### src/rtl/ddr_rd_arbiter.sv
// Two-requester DDR read arbiter; a tag FIFO routes returned beats back to the issuing requester.
// Define DDR_RD_ARB_RR_EN for round-robin arbitration, otherwise rq0 has fixed priority.
module ddr_rd_arbiter #(
  parameter int unsigned ADDR_W    = 22,
  parameter int unsigned DATA_W    = 256,
  parameter int unsigned BURST_W   = 5,
  parameter int unsigned TAG_DEPTH = 4
) (
  input  logic                ddr_emif_clk,
  input  logic                ddr_emif_rst_n,
  input  logic                rq0_read,
  input  logic [ADDR_W-1:0]   rq0_addr,
  input  logic [BURST_W-1:0]  rq0_burst,
  output logic                rq0_ack,
  output logic [DATA_W-1:0]   rq0_rdata,
  output logic                rq0_rvalid,
  input  logic                rq1_read,
  input  logic [ADDR_W-1:0]   rq1_addr,
  input  logic [BURST_W-1:0]  rq1_burst,
  output logic                rq1_ack,
  output logic [DATA_W-1:0]   rq1_rdata,
  output logic                rq1_rvalid,
  input  logic                ddr_emif_ready,
  output logic                ddr_emif_read,
  output logic [ADDR_W-1:0]   ddr_emif_addr,
  output logic [BURST_W-1:0]  ddr_emif_burst_count,
  output logic [DATA_W/8-1:0] ddr_emif_byte_enable,
  input  logic [DATA_W-1:0]   ddr_emif_read_data,
  input  logic                ddr_emif_rddata_valid,
  output logic                ddr_emif_write,
  output logic [DATA_W-1:0]   ddr_emif_write_data,
  output logic                busy,
  output logic                err_unexp_rd
);

  localparam int unsigned PTR_W = (TAG_DEPTH > 1) ? $clog2(TAG_DEPTH) : 1;
  localparam int unsigned CNT_W = PTR_W + 1;
  localparam int unsigned TAG_W = BURST_W + 1;

  typedef enum logic {IDLE = 1'b0, ISSUE = 1'b1} state_e;

  state_e               state_q, state_d;
  logic [ADDR_W-1:0]    addr_q;
  logic [BURST_W-1:0]   burst_q;
  logic                 id_q;
  logic [PTR_W-1:0]     wr_ptr_q, rd_ptr_q;
  logic [CNT_W-1:0]     cnt_q, cnt_d;
  logic [BURST_W-1:0]   beat_q;
  logic                 err_q;
  logic [TAG_W-1:0]     tag_mem [TAG_DEPTH];

  logic                 any_req, fifo_full, fifo_empty;
  logic                 launch, accept, beat, pop;
  logic                 win_id;
  logic [ADDR_W-1:0]    win_addr;
  logic [BURST_W-1:0]   win_burst, win_burst_raw;
  logic [TAG_W-1:0]     head_tag;
  logic                 head_id;
  logic [BURST_W-1:0]   head_burst;

  assign any_req    = rq0_read | rq1_read;
  assign fifo_full  = (cnt_q == CNT_W'(TAG_DEPTH));
  assign fifo_empty = (cnt_q == '0);

`ifdef DDR_RD_ARB_RR_EN
  logic rr_q;  // requester favoured on a tie; the one last acked loses

  always_comb begin
    win_id = ~rq0_read;
    if (rq0_read && rq1_read) win_id = rr_q;
  end

  always_ff @(posedge ddr_emif_clk or negedge ddr_emif_rst_n) begin
    if (!ddr_emif_rst_n)  rr_q <= 1'b0;
    else if (accept)      rr_q <= ~id_q;
  end
`else
  assign win_id = ~rq0_read;
`endif

  assign win_addr      = win_id ? rq1_addr  : rq0_addr;
  assign win_burst_raw = win_id ? rq1_burst : rq0_burst;
  // A zero burst length is treated as a single-beat burst end to end
  assign win_burst     = (win_burst_raw == '0) ? BURST_W'(1) : win_burst_raw;

  // FSM state register
  always_ff @(posedge ddr_emif_clk or negedge ddr_emif_rst_n) begin
    if (!ddr_emif_rst_n) state_q <= IDLE;
    else                 state_q <= state_d;
  end

  // FSM next state
  always_comb begin
    state_d = state_q;
    case (state_q)
      IDLE:    if (any_req && !fifo_full) state_d = ISSUE;
      ISSUE:   if (ddr_emif_ready)        state_d = IDLE;
      default: state_d = IDLE;
    endcase
  end

  // FSM outputs
  always_comb begin
    ddr_emif_read = 1'b0;
    rq0_ack       = 1'b0;
    rq1_ack       = 1'b0;
    launch        = 1'b0;
    accept        = 1'b0;
    case (state_q)
      IDLE:  launch = any_req && !fifo_full;
      ISSUE: begin
        ddr_emif_read = 1'b1;
        accept        = ddr_emif_ready;
        rq0_ack       = ddr_emif_ready && !id_q;
        rq1_ack       = ddr_emif_ready &&  id_q;
      end
      default: ;
    endcase
  end

  // Winning command captured when leaving IDLE
  always_ff @(posedge ddr_emif_clk or negedge ddr_emif_rst_n) begin
    if (!ddr_emif_rst_n) begin
      addr_q  <= '0;
      burst_q <= '0;
      id_q    <= 1'b0;
    end else if (launch) begin
      addr_q  <= win_addr;
      burst_q <= win_burst;
      id_q    <= win_id;
    end
  end

  assign head_tag   = tag_mem[rd_ptr_q];
  assign head_id    = head_tag[BURST_W];
  assign head_burst = head_tag[BURST_W-1:0];
  assign beat       = ddr_emif_rddata_valid && !fifo_empty;
  assign pop        = beat && (beat_q == (head_burst - BURST_W'(1)));
  assign cnt_d      = cnt_q + CNT_W'(accept) - CNT_W'(pop);

  always_ff @(posedge ddr_emif_clk) begin
    if (accept) tag_mem[wr_ptr_q] <= {id_q, burst_q};
  end

  // Tag FIFO pointers, beat counter and sticky error
  always_ff @(posedge ddr_emif_clk or negedge ddr_emif_rst_n) begin
    if (!ddr_emif_rst_n) begin
      wr_ptr_q <= '0;
      rd_ptr_q <= '0;
      cnt_q    <= '0;
      beat_q   <= '0;
      err_q    <= 1'b0;
    end else begin
      if (accept) wr_ptr_q <= wr_ptr_q + PTR_W'(1);
      if (pop)    rd_ptr_q <= rd_ptr_q + PTR_W'(1);
      cnt_q <= cnt_d;
      if (pop)       beat_q <= '0;
      else if (beat) beat_q <= beat_q + BURST_W'(1);
      if (ddr_emif_rddata_valid && fifo_empty) err_q <= 1'b1;
    end
  end

  assign rq0_rdata            = ddr_emif_read_data;
  assign rq1_rdata            = ddr_emif_read_data;
  assign rq0_rvalid           = beat && !head_id;
  assign rq1_rvalid           = beat &&  head_id;
  assign ddr_emif_addr        = addr_q;
  assign ddr_emif_burst_count = burst_q;
  assign ddr_emif_byte_enable = '1;
  assign ddr_emif_write       = 1'b0;
  assign ddr_emif_write_data  = '0;
  assign busy                 = (state_q == ISSUE) || !fifo_empty;
  assign err_unexp_rd         = err_q;

endmodule

### config.mk
export PLATFORM = sky130hd
export DESIGN_NAME = ddr_rd_arbiter
export DESIGN_NICKNAME = d
export VERILOG_FILES = /design/src/rtl/ddr_rd_arbiter.sv
export SDC_FILE = /design/constraint.sdc
export NUM_CORES = 1
export LEC_CHECK = 0
export CORE_AREA = 4 4 448 450
export DETAILED_ROUTE_END_ITERATION = 12
export DIE_AREA = 0 0 452 454
export PLACE_DENSITY_LB_ADDON = 0.12
export REMOVE_ABC_BUFFERS = 1
export SLEW_MARGIN = 20
export SYNTH_ARGS = -nofsm -noshare
export SYNTH_HDL_FRONTEND = slang
export SYNTH_SLANG_ARGS = --single-unit
### constraint.sdc
create_clock -name ddr_emif_clk -period 5.56 [get_ports ddr_emif_clk]
set_clock_uncertainty 0.2 [all_clocks]
set_input_delay 0.556 -clock ddr_emif_clk [delete_from_list [all_inputs] [get_ports ddr_emif_clk]]
set_output_delay 0.556 -clock ddr_emif_clk [all_outputs]
set_load 0.05 [all_outputs]
== After elaboration in Yosys (flattened, before gate mapping) ==
Memory sizes are Yosys's and may differ from the RTL's.
Index checks and enable logic that the tools add are counted.

* $add $sub $neg: 6
* Reduce and logical (&&, ||, !) cells: 16
* Multipliers: 0
* Eq/ne operators: 2
* Shifts and indexed selects: 0
* Order comparisons: 0
* Multiplexer cells: 15
* Bitwise logic cells: 3
* Div/mod/pow operators: 0

{| class="wikitable"
|+ Operator list
! operator !! count
|-
| $mux W22 || 1
|-
| $mux W5 || 4
|-
| $mux W1 || 9
|-
| $logic_and A1 B1 Y1 || 8
|-
| $add A5 B1 Y5 const B || 1
|-
| $eq A5 B5 Y1 || 1
|-
| $logic_not A5 Y1 || 1
|-
| $sub A5 B1 Y5 const B || 1
|-
| $add A2 B1 Y2 const B || 2
|-
| $logic_not A1 Y1 || 4
|-
| $add A3 B1 Y3 || 1
|-
| $eq A3 B3 Y1 const B || 1
|-
| $logic_not A3 Y1 || 1
|-
| $sub A3 B1 Y3 || 1
|-
| $not A1 Y1 || 2
|-
| $pmux W1 S2 || 1
|-
| $reduce_bool A2 Y1 || 1
|-
| $logic_or A1 B1 Y1 || 1
|-
| $or A1 B1 Y1 || 1
|}

* Logic and storage cells: 52
* Output and inout bits: 835
* Memory bits (read-only): 0
* Bits in latches: 0
* Bits in registers: 42
* Input port bits: 316
* RAM bits: 24
* Memories kept: 1

{| class="wikitable"
|+ Memories
! memory !! depth !! bits a word !! read ports !! clocked after memory_dff !! write ports !! line !! source
|-
| tag_mem || 4 || 6 || 1 || 0 || 1 || 50 || <nowiki>logic [TAG_W-1:0] tag_mem [TAG_DEPTH];</nowiki>
|}

== Depth between registers and ports, before layout ==
* Word-level depth: 5
* Mapped depth: 14
* Depth with buffers taken out: 13

== Least setup slack after synthesis ==
No wires, ideal clock.

* Path type: flip-flop to flip-flop
* Start: reg rd_ptr_q[0]
* End: reg cnt_q[2]
* Setup time: 0.123 ns
* Arrival time: 2.938 ns
* Cell stages (with the launch flop): 15
* Slack: 2.299 ns
* Period minus slack after synthesis: 3.261 ns
* Path buffers: 1
* Required time: 5.237 ns
* Cell sequence: dfrtp_1 buf_6 mux4_1 inv_1 ha_1 xor2_1 xnor2_1 nand4_1 nor3_4 ha_1 inv_1 ha_1 inv_1 fa_1 xnor2_1

* Cells in the longest elaborated chain, start to end: 5

{| class="wikitable"
|+ Ends and longest elaborated chain
! element !! line !! source
|-
| start, declared || 46 || <nowiki>logic [PTR_W-1:0] wr_ptr_q, rd_ptr_q;</nowiki>
|-
| start signal, assigned || 155 || <nowiki>if (pop) rd_ptr_q <= rd_ptr_q + PTR_W'(1);</nowiki>
|-
| $mem_v2 Z4 W6 || -- ||
|-
| $sub A5 B1 Y5 || 138 || <nowiki>assign pop = beat && (beat_q == (head_burst - BURST_W'(1)));</nowiki>
|-
| $eq A5 B5 Y1 || 138 ||
|-
| $logic_and A1 B1 Y1 || 138 ||
|-
| $sub A3 B1 Y3 || 139 || <nowiki>assign cnt_d = cnt_q + CNT_W'(accept) - CNT_W'(pop);</nowiki>
|-
| net cnt_d[2] || 47 || <nowiki>logic [CNT_W-1:0] cnt_q, cnt_d;</nowiki>
|-
| end signal, assigned || 156 || <nowiki>cnt_q <= cnt_d;</nowiki>
|-
| end, declared || 47 ||
|}

The timed path passes the listed nets, and every way through them passes these cells.
A chain may end at the register's enable or synchronous reset.

== Final worst setup path ==
* Start: in ddr_emif_rddata_valid
* End: out rq1_rvalid

* Cells in the longest elaborated chain, start to end: 2

{| class="wikitable"
|+ Ends and longest elaborated chain
! element !! line !! source
|-
| start, declared || 29 || <nowiki>input logic ddr_emif_rddata_valid,</nowiki>
|-
| $logic_and A1 B1 Y1 || 137 || <nowiki>assign beat = ddr_emif_rddata_valid && !fifo_empty;</nowiki>
|-
| $logic_and A1 B1 Y1 || 166 || <nowiki>assign rq1_rvalid = beat && head_id;</nowiki>
|-
| end, declared || 22 || <nowiki>output logic rq1_rvalid,</nowiki>
|}

No other way between the ends.

==> flow_summary.toml <==
[run_status]
status = "finished, final reports clean"

[critical_path]
reg2reg_depth = 13
critPathMostFrequentCell = "clkdlybuf4s50_1"
crit_start = "ddr_emif_rddata_valid"
crit_required_ns = 4.80
path_class = "in -> out"
ff2ff_setup_slack_ns = 1.86
worstPathMaxFanout = 8
crit_arrival_ns = 2.96
r2r_start = "rd_ptr_q[0]$_DFFE_PN0N_"
critPathSlowestCell = "clkdlybuf4s50_1"
cp-start-kind = "primary input"
endpoint_kind = "output port"
critical_path.cell_chain = "clkdlybuf4s50_1 > nor2b_1 > and2_1 > clkdlybuf4s50_1"
cpPeakStageDelay_ns = 0.86
rr_endpoint = "cnt_q[2]$_DFF_PN0_"

[synth]
synthFlopType = "dfrtp_1"
synth_area_leader_cell = "buf_4"
ys_top_cells_by_area = "buf_4 (66%), dfrtp_1 (12%), edfxtp_1 (7.9%), mux2i_1 (2.9%), a21oi_1 (1.7%)"
synthCells = 1048
synth-seq-cells = 66
synth-edff-count = 24
syn-cell-area_sq_um = 9071
synth_top_area_share_pct = 66.37
synth_commonest_cells = "buf_4 (802), dfrtp_1 (42), nor2_1 (32), a21oi_1 (30), mux2i_1 (26)"
ys_seq_area_share_pct = 19.53
avgSynthCellArea_sq_um = 8.656
async_reset_ff_share_pct = 63.64
yosysUniqueCellTypes = 34
yosysWarnings = 0
synth_most_common_cell = "buf_4"

[layout]
final_layout_size_suffix_gt1_share_pct = 5.181
synthToLayoutAreaGrowth_pct = -4.566
nNetsFinal = 957
multi_input_comb_area_sq_um = 2282
stdcell_count = 3281
fill_cells = 23380
seqCellArea_sq_um = 1772

[global_routing]
grt-ovfl-total = 0
grt_max_degree = 43
grt_pass1_wl_mm = 214.4
first_global_vias = 4092
grtUsageTotal_pct = 19.23
antenna_found_initial = 5

[timing]
hold_viol_final = 0
slew_viol_final = 0
fmax_mhz = 269.4
setup_viol = 0
worst_pin_slew_ns = 0.8764
worst_slack_ns = 1.849
layout_min_cycle_time_ns = 3.711
relSlewSlack_pct = 41.57
setup_tns_ns = 0
final.period_utilization_pct = 66.75
rsz0062_at_grt = "no"
fin_hold_ws_ns = 0.1224

[pwr]
p_total_mw = 3.409
p_per_area_nw_per_um2 = 393.8
power.leakage_nw = 2.728
vdd_drop_max_mv = 0.1325

[clock_tree]
htreeDepth = 3
cts.sinks = 66
cts_resized = 0
cts-root-buf = "clkbuf_16"
cts_tree = "built"
worstSkewPairLatency_ns = 0.41
cts_buffer_depth = 2
ctsHoldBuffers = 0
cts.clk_slew.worst_paths_ns = 0.08
postCtsSetupBuffers = 0
cts_buffers = 9

[placement]
place_ws_ns = 1.674
place_congestion = 0.7648
portBuffers = 93
dp_hpwl_mm = 192.2
dp.cells = 3261

[route]
wl_mm = 205.4
drt-initial-drc-count = 392
dr.pass1.iters = 4
routed_via_density = 1.615
postRouteAntennaNets = 0
detail_route.wl_per_cell_microns = 62.59
drc = 0
num_vias = 5298

[die]
io_pins = 1151
core_sq_um = 196600
fp.dieH_microns = 454
die-area_sq_um = 205200
start_util_pct = 4.614
die_x_microns = 452
rows = 163

[worst_hold_path]
hp-class = "in -> async"

[run]
max_cap_viol_count = 0
-- cell families (layout without fill, tap and decap cells) --
family,count (synthesis),in the layout,share of synthesized area [%]
XOR/XNOR,13,13,1.255
multiplexers,34,34,4.731
AND/OR/NAND/NOR,64,64,3.586
AO/OA/AOI/OAI,40,40,2.290
flip-flops,66,66,19.53
adder cells (fa/ha/maj),9,9,1.324
buffers and inverters,820,122,67.20
other,2,293,0.08279
-- layout by cell type, fill, tap and decap left out, types with 2 or more instances in the layout --
master and count:
a21o_1 2, a21oi_1 30, and3_1 6, buf_2 2, buf_4 5, clkbuf_16 9
clkdlybuf4s50_1 91, clkinvlp_4 2, conb_1 289, dfrtp_1 42, diode_2 4, edfxtp_1 24
ha_1 8, inv_1 8, inv_6 2, mux2_2 2, mux2i_1 26, mux4_1 3
mux4_2 3, nand2_1 5, nand2b_1 3, nand3_1 4, nor2_1 32, nor3_1 5
nor4_1 2, o21ai_0 7, xnor2_1 8, xor2_1 5
-- per-layer routing --
layer / wire length [microns] / track usage, %
met1: 26450 / 6.670
met2: 100400 / 33.26
met3: 58520 / 26.64
met4: 15500 / 11.93
met5: 4517 / 15.37
-- state kept, by name (all words and copies together), names as in the netlist --
register and cells:
wr_ptr_q 2, state_q 1, id_q 1, err_unexp_rd 1
ddr_emif_burst_count 5, rd_ptr_q 2, beat_q 5, cnt_q 3
ddr_emif_addr 22, tag_mem 24
-- worst max-delay path, delay by kind of cell --
family | cells | cell delay (ns)
buffers and inverters | 2 | 1.50
AND/OR/NAND/NOR | 2 | 0.89
-- metrics by stage --
step	instance area, sq um	util, %
2_1_floorplan	4083	-
3_3_place_gp	8346	4.245
3_5_place_dp	8346	4.245
4_1_cts	8647	4.398
5_1_grt	8652	4.401
6_report	8657	4.403
-- power breakdown --
part	switching (mW)	total, mW	leakage, nW	internal (mW)
logic	1.36	1.82	1.89	0.462
clock network	0.322	0.673	0.142	0.351
registers	0.204	0.916	0.694	0.712
-- how the worst max path moves through the flow --
stage,to
after floorplan,cnt_q[2]$_DFF_PN0_
after global placement,rq1_rvalid
after detailed placement,rq1_rvalid
after CTS,rq1_rvalid
after global routing,cnt_q[1]$_DFF_PN0_
final,rq1_rvalid
-- area by class of cell --
cell class                 instances  area share [%]
multi-input combinational        449           26.36
antenna                            4          0.1156
sequential                        66           20.47
clock buffer                       9           2.602
timing repair buffer              98           11.07
clock inverter                     7          0.8816
inverter                           8          0.3469
tap                             2640           38.16
(Power assumes the default switching activity.)
